`src/rtl/ds_dac_multi.sv`:
```
`default_nettype none
// ============================================================================
//  Module      : ds_dac_multi
//  Description : Multi-channel delta-sigma DAC modulator. Each channel turns
//                an unsigned offset-binary sample stream into a 1-bit density
//                stream using a first- or second-order loop. The loop rate is
//                set by an internal divider. Input frames arrive over a
//                valid/ready handshake through a one-deep staging buffer.
//  Revision    : 1.0 - initial release (successor of ds_dac_sl)
// ============================================================================
module ds_dac_multi #(
    parameter int CH      = 2,
    parameter int DIN_W   = 16,
    parameter int MOD_DIV = 1
) (
    input  logic                  clk50m,
    input  logic                  rst,
    input  logic                  order2,
    input  logic                  mute,
    input  logic [CH*DIN_W-1:0]   din,
    input  logic                  din_valid,
    output logic                  din_ready,
    input  logic                  underrun_clr,
    output logic [CH-1:0]         dout,
    output logic                  mod_tick,
    output logic                  underrun
);

    localparam int DIV_W = 16;
    localparam int IW    = DIN_W + 4;   // second-order integrator width

    localparam logic [DIV_W-1:0] c_div_last = DIV_W'(MOD_DIV - 1);
    localparam logic [DIN_W-1:0] c_mid      = {1'b1, {(DIN_W-1){1'b0}}};

    // Arithmetic is done two bits wider than the integrators so that the
    // unsaturated sums never wrap before being clamped.
    localparam logic signed [IW+1:0] c_mid_e   = $signed({{(IW+2-DIN_W){1'b0}}, c_mid});
    localparam logic signed [IW+1:0] c_sat_max = $signed({3'b000, {(IW-1){1'b1}}});
    localparam logic signed [IW+1:0] c_sat_min = $signed({3'b111, {(IW-1){1'b0}}});

    function automatic logic signed [IW-1:0] f_sat(input logic signed [IW+1:0] v);
        if (v > c_sat_max)
            f_sat = $signed(c_sat_max[IW-1:0]);
        else if (v < c_sat_min)
            f_sat = $signed(c_sat_min[IW-1:0]);
        else
            f_sat = $signed(v[IW-1:0]);
    endfunction

    logic [DIV_W-1:0]        r_div;
    logic                    r_rst_d;
    logic                    r_full;
    logic [CH*DIN_W-1:0]     r_stage;
    logic [CH*DIN_W-1:0]     r_active;
    logic                    r_underrun;
    logic                    r_order;
    logic                    w_tick;
    logic                    w_accept;
    logic                    w_mode_chg;

    // Tick is suppressed in the first cycle out of reset so that din_ready
    // and the divider both start from a clean, idle state.
    assign w_tick     = (r_div == c_div_last) && !r_rst_d;
    assign din_ready  = !r_full && !r_rst_d;
    assign w_accept   = din_valid && din_ready;
    assign w_mode_chg = w_tick && (order2 != r_order);

    assign mod_tick   = w_tick;
    assign underrun   = r_underrun;

    // Modulator rate divider: counts 0..MOD_DIV-1 and wraps.
    always_ff @(posedge clk50m) begin
        if (rst)
            r_div <= '0;
        else if (r_div == c_div_last)
            r_div <= '0;
        else
            r_div <= r_div + DIV_W'(1);
    end

    // Delayed reset flag: holds din_ready low while reset is in effect.
    always_ff @(posedge clk50m) begin
        r_rst_d <= rst;
    end

    // Staging buffer: filled by the handshake, drained into active on a tick.
    always_ff @(posedge clk50m) begin
        if (rst) begin
            r_full  <= 1'b0;
            r_stage <= '0;
        end else if (w_accept) begin
            r_full  <= 1'b1;
            r_stage <= din;
        end else if (w_tick && r_full) begin
            r_full  <= 1'b0;
        end
    end

    // Active sample frame: retained across ticks that find staging empty.
    always_ff @(posedge clk50m) begin
        if (rst)
            r_active <= {CH{c_mid}};
        else if (w_tick && r_full)
            r_active <= r_stage;
    end

    // Sticky underrun flag; a new underrun beats a simultaneous clear.
    always_ff @(posedge clk50m) begin
        if (rst)
            r_underrun <= 1'b0;
        else if (w_tick && !r_full)
            r_underrun <= 1'b1;
        else if (underrun_clr)
            r_underrun <= 1'b0;
    end

    // Stored loop order, only allowed to change on a tick.
    always_ff @(posedge clk50m) begin
        if (rst)
            r_order <= order2;
        else if (w_tick)
            r_order <= order2;
    end

    for (genvar k = 0; k < CH; k++) begin : g_ch
        logic [DIN_W-1:0]      w_x;
        logic [DIN_W:0]        w_sum1;
        logic signed [IW+1:0]  w_s;
        logic signed [IW+1:0]  w_fb;
        logic signed [IW+1:0]  w_i1_raw;
        logic signed [IW-1:0]  w_i1_new;
        logic signed [IW+1:0]  w_i2_raw;
        logic signed [IW-1:0]  w_i2_new;
        // The first-order carry bit lives in r_dout, so only the lower
        // DIN_W accumulator bits need storage.
        logic [DIN_W-1:0]      r_acc;
        logic signed [IW-1:0]  r_i1;
        logic signed [IW-1:0]  r_i2;
        logic                  r_dout;

        assign w_x      = mute ? c_mid : r_active[k*DIN_W +: DIN_W];
        assign w_sum1   = {1'b0, r_acc} + {1'b0, w_x};
        assign w_s      = $signed({{(IW+2-DIN_W){1'b0}}, w_x}) - c_mid_e;
        assign w_fb     = r_dout ? c_mid_e : -c_mid_e;
        assign w_i1_raw = $signed({{2{r_i1[IW-1]}}, r_i1}) + w_s - w_fb;
        assign w_i1_new = f_sat(w_i1_raw);
        assign w_i2_raw = $signed({{2{r_i2[IW-1]}}, r_i2})
                        + $signed({{2{w_i1_new[IW-1]}}, w_i1_new}) - w_fb;
        assign w_i2_new = f_sat(w_i2_raw);

        assign dout[k]  = r_dout;

        // Per-channel loop update; a mode change flushes all loop state.
        always_ff @(posedge clk50m) begin
            if (rst || w_mode_chg) begin
                r_acc  <= '0;
                r_i1   <= '0;
                r_i2   <= '0;
                r_dout <= 1'b0;
            end else if (w_tick) begin
                if (r_order) begin
                    r_i1   <= w_i1_new;
                    r_i2   <= w_i2_new;
                    r_dout <= ~w_i2_new[IW-1];
                end else begin
                    r_acc  <= w_sum1[DIN_W-1:0];
                    r_dout <= w_sum1[DIN_W];
                end
            end
        end
    end

endmodule
`default_nettype wire

```
`config.mk`:
```
export PLATFORM = sky130hd
export DESIGN_NAME = ds_dac_multi
export DESIGN_NICKNAME = d
export VERILOG_FILES = /design/src/rtl/ds_dac_multi.sv
export SDC_FILE = /design/constraint.sdc
export NUM_CORES = 1
export LEC_CHECK = 0
export BUFFER_PORTS_ARGS = -buffer_cell sky130_fd_sc_hd__buf_2
export CORE_MARGIN = 4
export CORE_UTILIZATION = 41
export DETAILED_ROUTE_END_ITERATION = 12
export PLACE_DENSITY_LB_ADDON = 0.08
export SYNTH_ARGS = -nofsm -noshare
export SYNTH_HDL_FRONTEND = slang
export SYNTH_SLANG_ARGS = --single-unit
```
`constraint.sdc`:
```
create_clock -name clk50m -period 11.38 [get_ports clk50m]
set_clock_uncertainty 0.15 [all_clocks]
set_input_delay 3.414 -clock clk50m [delete_from_list [all_inputs] [get_ports clk50m]]
set_output_delay 3.414 -clock clk50m [all_outputs]
set_load 0.005 [all_outputs]
```
==> flow_summary_export.csv, run 1 <==
group,metric,value,unit
layout,layout-drive-gt1-share,7.02,%
synthesis,synth.area.top_cells,"dfxtp_1, ha_1, a21oi_1",
placement,dp_hpwl,27700,µm
drt,dr.pass1.iters,5,
drt,met1_length,16900,µm
drt,wl_met2,18300,µm
critical_path,cp_max_fo,32,
cts,cts_tree,"yes",
floorplan,rows,69,
layout,nets,2199,
sta,hold_viol,0,
placement,portBuffers,42,
synthesis,yosys_warnings,0,
critical_path,crit_top_cell,"ha_1",
floorplan,num_io_pins,43,
synthesis,synth.yosys.seq_area_share,26.4,%
synthesis,synth_cell_types,88,
synthesis,yosysMostFrequentCell,"nand2_1",
global_routing,grt_max_degree,72,
drt,avgRoutedWirePerCell,15.0,µm
critical_path,crit_slowest_cell,"a2111oi_1",
flow_run,cap_violations,0,
critical_path,worstSetupStartpointType,"primary input",
sta,slew_headroom,21.7,%
critical_path,path_delay_family,"compound AO/OA/AOI/OAI gates",
pwr,peakVddDrop,0.121,mV
cts,cts_setup_buffers,0,
critical_path,cp.required,11.58,ns
layout,areaGrowthSynthToFinish,8.14,%
critical_path,worst-setup-path-type,"in -> reg",
outcome,status,"complete, no violations",
sta,fin_hold_ws,0.301,ns
synthesis,syn_inst,1972,
global_routing,antenna_found_initial,0,
hold_path,holdPathStages,2,
floorplan,dieWidth,199,µm
cts,clkSlewWorstSetupHoldPaths,0.08,ns
floorplan,core,35800,µm²
synthesis,synth_seq_cells,198,
floorplan,dieArea,39800,µm²
synthesis,synth_top_cell_by_area,"dfxtp_1",
global_routing,grt_pass1_vias,12400,
synthesis,synthesis.area,15000,µm²
synthesis,yosys_most_used_dff,"dfxtp_1",
global_routing,grt_first_pass_wirelength,60600,µm
sta,slew_viol_final,0,
hold_path,min_path_type,"reg -> reg",
drt,ant_nets,0,
cts,clock_latency,0.46,ns
critical_path,max_stage_delay,0.63,ns
cts,cts_buffers,17,
cts,cts_resized,0,
synthesis,synthTopCellsByCount,"nand2_1, inv_1, a21oi_1",
cts,clk_path_buf_depth,2,
global_routing,grt_overflow_total,0,
sta,min_period,10.67,ns
layout,diodes,0,
critical_path,cp.depth,26,
drt,first_iter_violations,537,
critical_path,reg2reg_depth,25,
synthesis,synth-edff-count,1,
critical_path,cp.arrival,10.88,ns
pwr,power_leakage,7.43,nW
synthesis,syn_nets,2204,
drt,top_layer,"met4",
synthesis,synth_top_area_share,26.2,%
placement,gp_congestion,0.874,
global_routing,grt_usage,18.6,%
sta,tightest_slew,1.18,ns
sta,fmax,93.7,MHz
synthesis,syn_area_per_cell,7.62,µm²
floorplan,start_util,41.9,%
synthesis,async_flop_share,0,%
drt,via_count,12800,
drt,drc,0,
critical_path,cp-end-kind,"flip-flop",
cts,cts_sinks,198,
sta,rsz0062_at_grt,"no",
drt,viasPerCell,5.25,
sta,setup_viol,0,
pwr,power.density,230,nW/µm²
cts,htreeDepth,4,
cts,cts-hold-fix-buffers,0,
drt,routed_wl,36600,µm
sta,setup_tns,0,ns
sta,finalCritPeriodShare,93.8,%
critical_path,timing.critical_path.buf_inv,3,
cts,cts-root-buf,"clkbuf_16",
floorplan,die_h,199,µm
drt,wl_met3,818,µm
==> metal layers <==
layer,vias to the layer above,global-route usage (%)
li1,6731,-
met1,5927,23.4
met4,0,4.30
met3,29,2.73
met2,133,33.5
met5,-,0
==> metrics by stage <==
| stage | total power [mW] | std cells | area (µm²) | worst slack [ns] | utilization (%) |
|---|---|---|---|---|---|
| final | 3.74 | 2441 | 16300 | 0.707 | 45.4 |
| after global routing | 4.12 | 2441 | 16300 | 0.0638 | 45.4 |
| after CTS | 3.77 | 2441 | 16200 | 0.681 | 45.3 |
| after detailed placement | 3.11 | 2409 | 15600 | 0.198 | 43.6 |
| after global placement | 3.09 | 2409 | 15600 | 0.331 | 43.6 |
| after floorplan | 2.61 | 1972 | 15000 | 1.13 | - |
==> cells in the final DEF (no fill, tap or decap), types with 29 or more instances in the layout <==
cell      count
nand2b_1     48
nand2_1     260
a21oi_1     230
buf_2        42
nand3_1      29
a211oi_1     44
a21o_1       44
inv_1       250
o21ai_0      55
ha_1        184
xnor2_1      57
xor2_1       40
dfxtp_1     197
nor2_1      135
==> cells by family (layout without fill, tap and decap cells) <==
group                      count (synthesis)  in the layout  share of synthesized area [%]
AOI/OAI and AO/OA                        525            525                           23.1
muxes                                     12             12                          0.833
and+or+nand+nor                          608            608                           18.7
xor gates and xnor gates                  97             97                           5.65
buffers and inverters                    338            346                           8.64
DFF                                      198            198                           26.4
adders and majority gates                194            194                           16.7
==> where the power goes <==
group	leakage, nW	total (mW)	switching, mW	internal [mW]
Sequential	1.61	0.761	0.0241	0.737
Combinational	5.51	2.33	1.37	0.967
Clock	0.300	0.643	0.319	0.324
Total	7.43	3.74	1.71	2.03
==> layout make-up <==
type                       count  area (µm²)
clock buffer                  18         439
clock inverter                14         178
fill                        3752       19600
inverter                     251         942
multi-input combinational   1436        9770
sequential                   198        3970
tap                          461         577
timing repair buffer          63         368
==> path summary, 6_finish.rpt <==
path                  start         endpoint  slack, ns
max                    mute  g_ch[1].r_i2[4]       0.71
min             r_stage[24]     r_active[24]       0.30
min reg2reg     r_stage[24]     r_active[24]       0.30
max reg2reg  g_ch[1].r_dout  g_ch[1].r_i2[4]       3.49
==> flip-flops by register name, summed over array words and instances, names as in the netlist <==
| register | flops |
|---|---|
| g_ch.r_acc | 32 |
| g_ch.r_dout | 2 |
| g_ch.r_i1 | 40 |
| g_ch.r_i2 | 40 |
| r_active | 32 |
| r_div | 16 |
| r_full | 1 |
| r_order | 1 |
| r_rst_d | 1 |
| r_stage | 32 |
| underrun | 1 |
==> worst register-to-register path: stages (launching register included) <==
cell and delay [ns]:
dfxtp_1 0.59, inv_1 0.26, xnor2_1 0.25, ha_1 0.21, or2_2 0.30, ha_1 0.37
a21o_1 0.20, a21oi_1 0.12, o21ai_1 0.11, a221oi_4 0.40, xor2_1 0.18, o21ai_1 0.63
a21oi_1 0.20, ha_1 0.33, inv_1 0.04, ha_1 0.42, nand3_1 0.17, nor2_1 0.24
and3_1 0.22, nand4_1 0.14, or2_2 0.32, a211oi_1 0.45, o41ai_2 0.23, o221a_2 0.32
o41a_2 0.58, a221oi_1 0.34
(Power assumes the default switching activity.)
==> run 2: changes to the inputs <==
--- a/config.mk
+++ b/config.mk
@@ -10,5 +10,4 @@
 export CORE_UTILIZATION = 41
 export DETAILED_ROUTE_END_ITERATION = 12
-export PLACE_DENSITY_LB_ADDON = 0.08
 export SYNTH_ARGS = -nofsm -noshare
 export SYNTH_HDL_FRONTEND = slang
--- a/constraint.sdc
+++ b/constraint.sdc
@@ -3,3 +3,3 @@
 set_input_delay 3.414 -clock clk50m [delete_from_list [all_inputs] [get_ports clk50m]]
 set_output_delay 3.414 -clock clk50m [all_outputs]
-set_load 0.005 [all_outputs]
+set_load 0.01 [all_outputs]
==> flow_summary_export.csv, run 2 (synthesized netlist as in run 1, its figures left out) <==
group,metric,value,unit
sta,setup_viol,0,
floorplan,num_io_pins,43,
sta,min_period,10.54,ns
cts,cts_buffers,17,
pwr,power_leakage,7.40,nW
layout,stdcell_count,2437,
critical_path,crit_slowest_cell,"o41a_1",
layout,nFillCells,3621,
critical_path,cp.required,11.52,ns
hold_path,min_path_type,"reg -> reg",
layout,reg.largest.list,"g_ch.r_i1 x40, g_ch.r_i2 x40",
cts,cts_resized,0,
drt,dr.pass1.iters,5,
sta,tightest_slew,1.16,ns
critical_path,cp.arrival,10.68,ns
layout,layout_commonest_cell,"nand2_1",
sta,fin_hold_ws,0.302,ns
pwr,power.density,229,nW/µm²
sta,setup_tns,0,ns
sta,fmax,94.9,MHz
floorplan,start_util,41.9,%
outcome,status,"complete, no violations",
global_routing,grt_usage,17.6,%
pwr,peakVddDrop,0.174,mV
cts,cts-hold-fix-buffers,0,
critical_path,max_stage_delay,0.80,ns
floorplan,die_h,199,µm
critical_path,cp-end-kind,"flip-flop",
placement,portBuffers,42,
critical_path,rrSetupSlack,3.64,ns
drt,via_count,12800,
cts,clock_latency,0.45,ns
critical_path,worstSetupStartpointType,"primary input",
placement,placed_cells,2404,
cts,clk_path_buf_depth,2,
critical_path,worst-setup-path-type,"in -> reg",
pwr,power,3.72,mW
layout,layout_common_cells,"nand2_1, inv_1, a21oi_1",
floorplan,dieArea,39800,µm²
global_routing,grt_first_pass_wirelength,58300,µm
cts,cts_sinks,198,
global_routing,grt_max_degree,90,
drt,viasPerCell,5.27,
drt,routed_wl,35000,µm
placement,gp_congestion,0.881,
sta,hold_viol,0,
cts,cts-root-buf,"clkbuf_16",
drt,avgRoutedWirePerCell,14.4,µm
drt,drc,0,
global_routing,antenna_found_initial,1,
cts,clkSlewWorstSetupHoldPaths,0.08,ns
sta,slew_headroom,22.4,%
sta,finalCritPeriodShare,92.6,%
global_routing,grt_pass1_vias,12200,
sta,rsz0062_at_grt,"no",
floorplan,dieWidth,199,µm
global_routing,grt_overflow_total,0,
floorplan,core,35800,µm²
flow_run,cap_violations,0,
drt,first_iter_violations,552,
floorplan,rows,69,
layout,nets,2194,
cts,cts_tree,"yes",
drt,ant_nets,0,
sta,slew_viol_final,0,
layout,final_area,16200,µm²
placement,placed_cell_area,15600,µm²
layout,areaGrowthSynthToFinish,7.96,%
cts,htreeDepth,4,
layout,layout-drive-gt1-share,6.68,%
critical_path,cp_max_fo,32,
cts,cts_setup_buffers,0,
placement,dp_hpwl,26300,µm
[run 2: critical path: cells and delay by family]
| family | cells | cell delay [ns] |
|---|---|---|
| AO/OA/AOI/OAI | 11 | 3.06 |
| AND/OR/NAND/NOR | 8 | 1.82 |
| adder cells (fa/ha/maj) | 4 | 1.19 |
| buffers and inverters | 3 | 0.78 |
| XOR/XNOR | 2 | 0.38 |
[run 2: layer usage]
layer	GRT usage, %	wire length [µm]
met1	22.6	16300
met2	31.1	17400
met3	2.41	694
met4	4.83	619
met5	0	0
[run 2: per-stage QoR]
stage | utilization (%) | worst slack (ns)
3_5_place_dp | 43.5 | 0.358
2_1_floorplan | - | 1.13
3_3_place_gp | 43.5 | 0.613
5_1_grt | 45.3 | 0.123
6_report | 45.3 | 0.841
4_1_cts | 45.3 | 0.843
[run 2: worst paths after layout]
path / endpoint / start / depth (start not counted)
hold reg to reg: r_active[14] / r_stage[14] / 2
setup reg to reg: g_ch[1].r_i2[7] / g_ch[1].r_dout / 27
hold / removal: r_active[14] / r_stage[14] / 2
setup / recovery: g_ch[1].r_i2[7] / mute / 28
[run 2: where the power goes]
group | leakage (nW) | internal [mW] | total, mW | switching, mW
Sequential | 1.61 | 0.737 | 0.761 | 0.0247
Combinational | 5.49 | 0.961 | 2.32 | 1.36
Clock | 0.302 | 0.304 | 0.638 | 0.334
[run 2: final cells by class]
cell class                      count  area (µm²)  area share [%]
Timing Repair Buffer               58         330            2.04
Clock inverter                     15         196            1.21
Inverter                          251         942            5.81
Tap cell                          461         577            3.56
Multi-Input combinational cell   1436        9780            60.3
Sequential cell                   198        3970            24.5
Antenna cell                        1        2.50          0.0154
Clock buffer                       17         425            2.62
==> run 3: changes to the inputs <==
- clock period: 11.38 -> 10 ns (I/O delays scaled with it)
==> flow_summary_export.csv, run 3 (synthesized netlist as in run 1, its figures left out) <==
group,metric,value,unit
layout,layout-drive-gt1-share,8.86,%
sta,fmax,105,MHz
layout,postLayoutCoreUtil,46.4,%
critical_path,timing.critical_path.buf_inv,5,
layout,diodes,0,
critical_path,path_delay_family,"compound AO/OA/AOI/OAI gates",
critical_path,worst-setup-path-type,"in -> reg",
pwr,peakVddDrop,0.162,mV
floorplan,dieWidth,199,µm
sta,tightest_slew,1.10,ns
layout,layout_commonest_cell,"nand2_1",
drt,routed_wl,35900,µm
sta,setup_tns,0,ns
cts,cts-root-buf,"clkbuf_16",
hold_path,min_path_type,"reg -> reg",
global_routing,antenna_found_initial,1,
placement,portBuffers,42,
floorplan,start_util,41.9,%
sta,slew_headroom,26.4,%
sta,slew_viol_final,0,
pwr,power_leakage,7.64,nW
critical_path,cp.arrival,9.73,ns
layout,reg.largest.list,"g_ch.r_i1 x40, g_ch.r_i2 x40",
critical_path,worstSetupStartpointType,"primary input",
floorplan,num_io_pins,43,
cts,clock_latency,0.46,ns
layout,nFillCells,3632,
placement,gp_congestion,0.848,
critical_path,max_stage_delay,0.42,ns
cts,cts_sinks,198,
sta,min_period,9.55,ns
cts,cts_setup_buffers,0,
global_routing,grt_overflow_total,0,
sta,finalCritPeriodShare,95.5,%
critical_path,cp_max_fo,19,
drt,viasPerCell,5.25,
sta,setup_viol,0,
sta,fin_hold_ws,0.305,ns
outcome,status,"complete, no violations",
placement,dp_hpwl,27100,µm
critical_path,cp.required,10.19,ns
cts,cts_tree,"yes",
cts,cts_buffers,17,
global_routing,grt_first_pass_wirelength,59400,µm
global_routing,grt_usage,17.9,%
drt,via_count,13000,
drt,ant_nets,0,
global_routing,grt_pass1_vias,12500,
critical_path,crit_slowest_cell,"a311o_1",
pwr,power.density,267,nW/µm²
critical_path,cp-end-kind,"flip-flop",
floorplan,die_h,199,µm
cts,clk_path_buf_depth,2,
flow_run,cap_violations,0,
critical_path,crit_top_cell,"ha_1",
sta,hold_viol,0,
drt,dr.pass1.iters,5,
layout,nets,2240,
floorplan,core,35800,µm²
drt,first_iter_violations,495,
drt,avgRoutedWirePerCell,14.5,µm
cts,clkSlewWorstSetupHoldPaths,0.08,ns
floorplan,rows,69,
layout,layout_common_cells,"nand2_1, inv_1, a21oi_1",
floorplan,dieArea,39800,µm²
cts,htreeDepth,4,
global_routing,grt_max_degree,72,
drt,drc,0,
sta,rsz0062_at_grt,"no",
layout,areaGrowthSynthToFinish,10.5,%
-- run 3: cell types whose count changed in the layout (fill, tap and decap cells not counted), sizes merged --
cell and change:
inv +1, bufinv +1, buf +46, diode -1, clkinv -3, clkinvlp +1
-- run 3: path summary, 6_finish.rpt --
kind / start / to / slack, ns / depth (start not counted)
worst max-delay path: mute / g_ch[0].r_i2[14] / 0.45 / 32
worst min-delay path: r_stage[28] / r_active[28] / 0.30 / 2
worst max register to register: g_ch[0].r_dout / g_ch[0].r_i2[14] / 2.62 / 31
worst min register to register: r_stage[28] / r_active[28] / 0.30 / 2
-- run 3: through the flow --
step,total power [mW],area [µm²],instances,setup WS (ns)
floorplan,2.97,15000,1972,0.165
global placement,3.63,16000,2450,-0.0131
detailed placement,3.69,16000,2450,-0.00251
CTS,4.45,16600,2482,0.418
global route,4.85,16600,2482,0.000270
finish,4.44,16600,2482,0.455
-- run 3: what timing repair did --
action,CTS,global route
hold buffers,0,0
resized for setup,0,3
setup endpoints to repair,0,20
-- run 3: worst min-delay path: cells and delay by family, from the launching register on --
| kind | cells | cell delay, ns |
|---|---|---|
| AND/OR/NAND/NOR | 1 | 0.05 |
| AO/OA/AOI/OAI | 1 | 0.05 |
| flip-flops | 1 | 0.32 |
-- run 3: power breakdown --
part	switching (mW)	internal, mW
registers	0.0281	0.838
logic	1.59	1.23
clock network	0.383	0.367
-- run 3: layout make-up --
class	instances	area [µm²]	share of cell area, %
Inverter	251	942	5.67
Clock inverter	15	196	1.18
Timing Repair Buffer	104	701	4.22
Tap cell	461	577	3.47
Clock buffer	17	425	2.56
Sequential cell	198	3970	23.9
Multi-Input combinational cell	1436	9790	59.0
-- run 3: layer usage --
layer	part of all wire, %	routed length (µm)	global-route usage [%]
met5	0.019	7	0
met4	1.9	693	4.53
met3	2.4	860	2.61
met2	50	17800	32.1
met1	46	16500	22.6
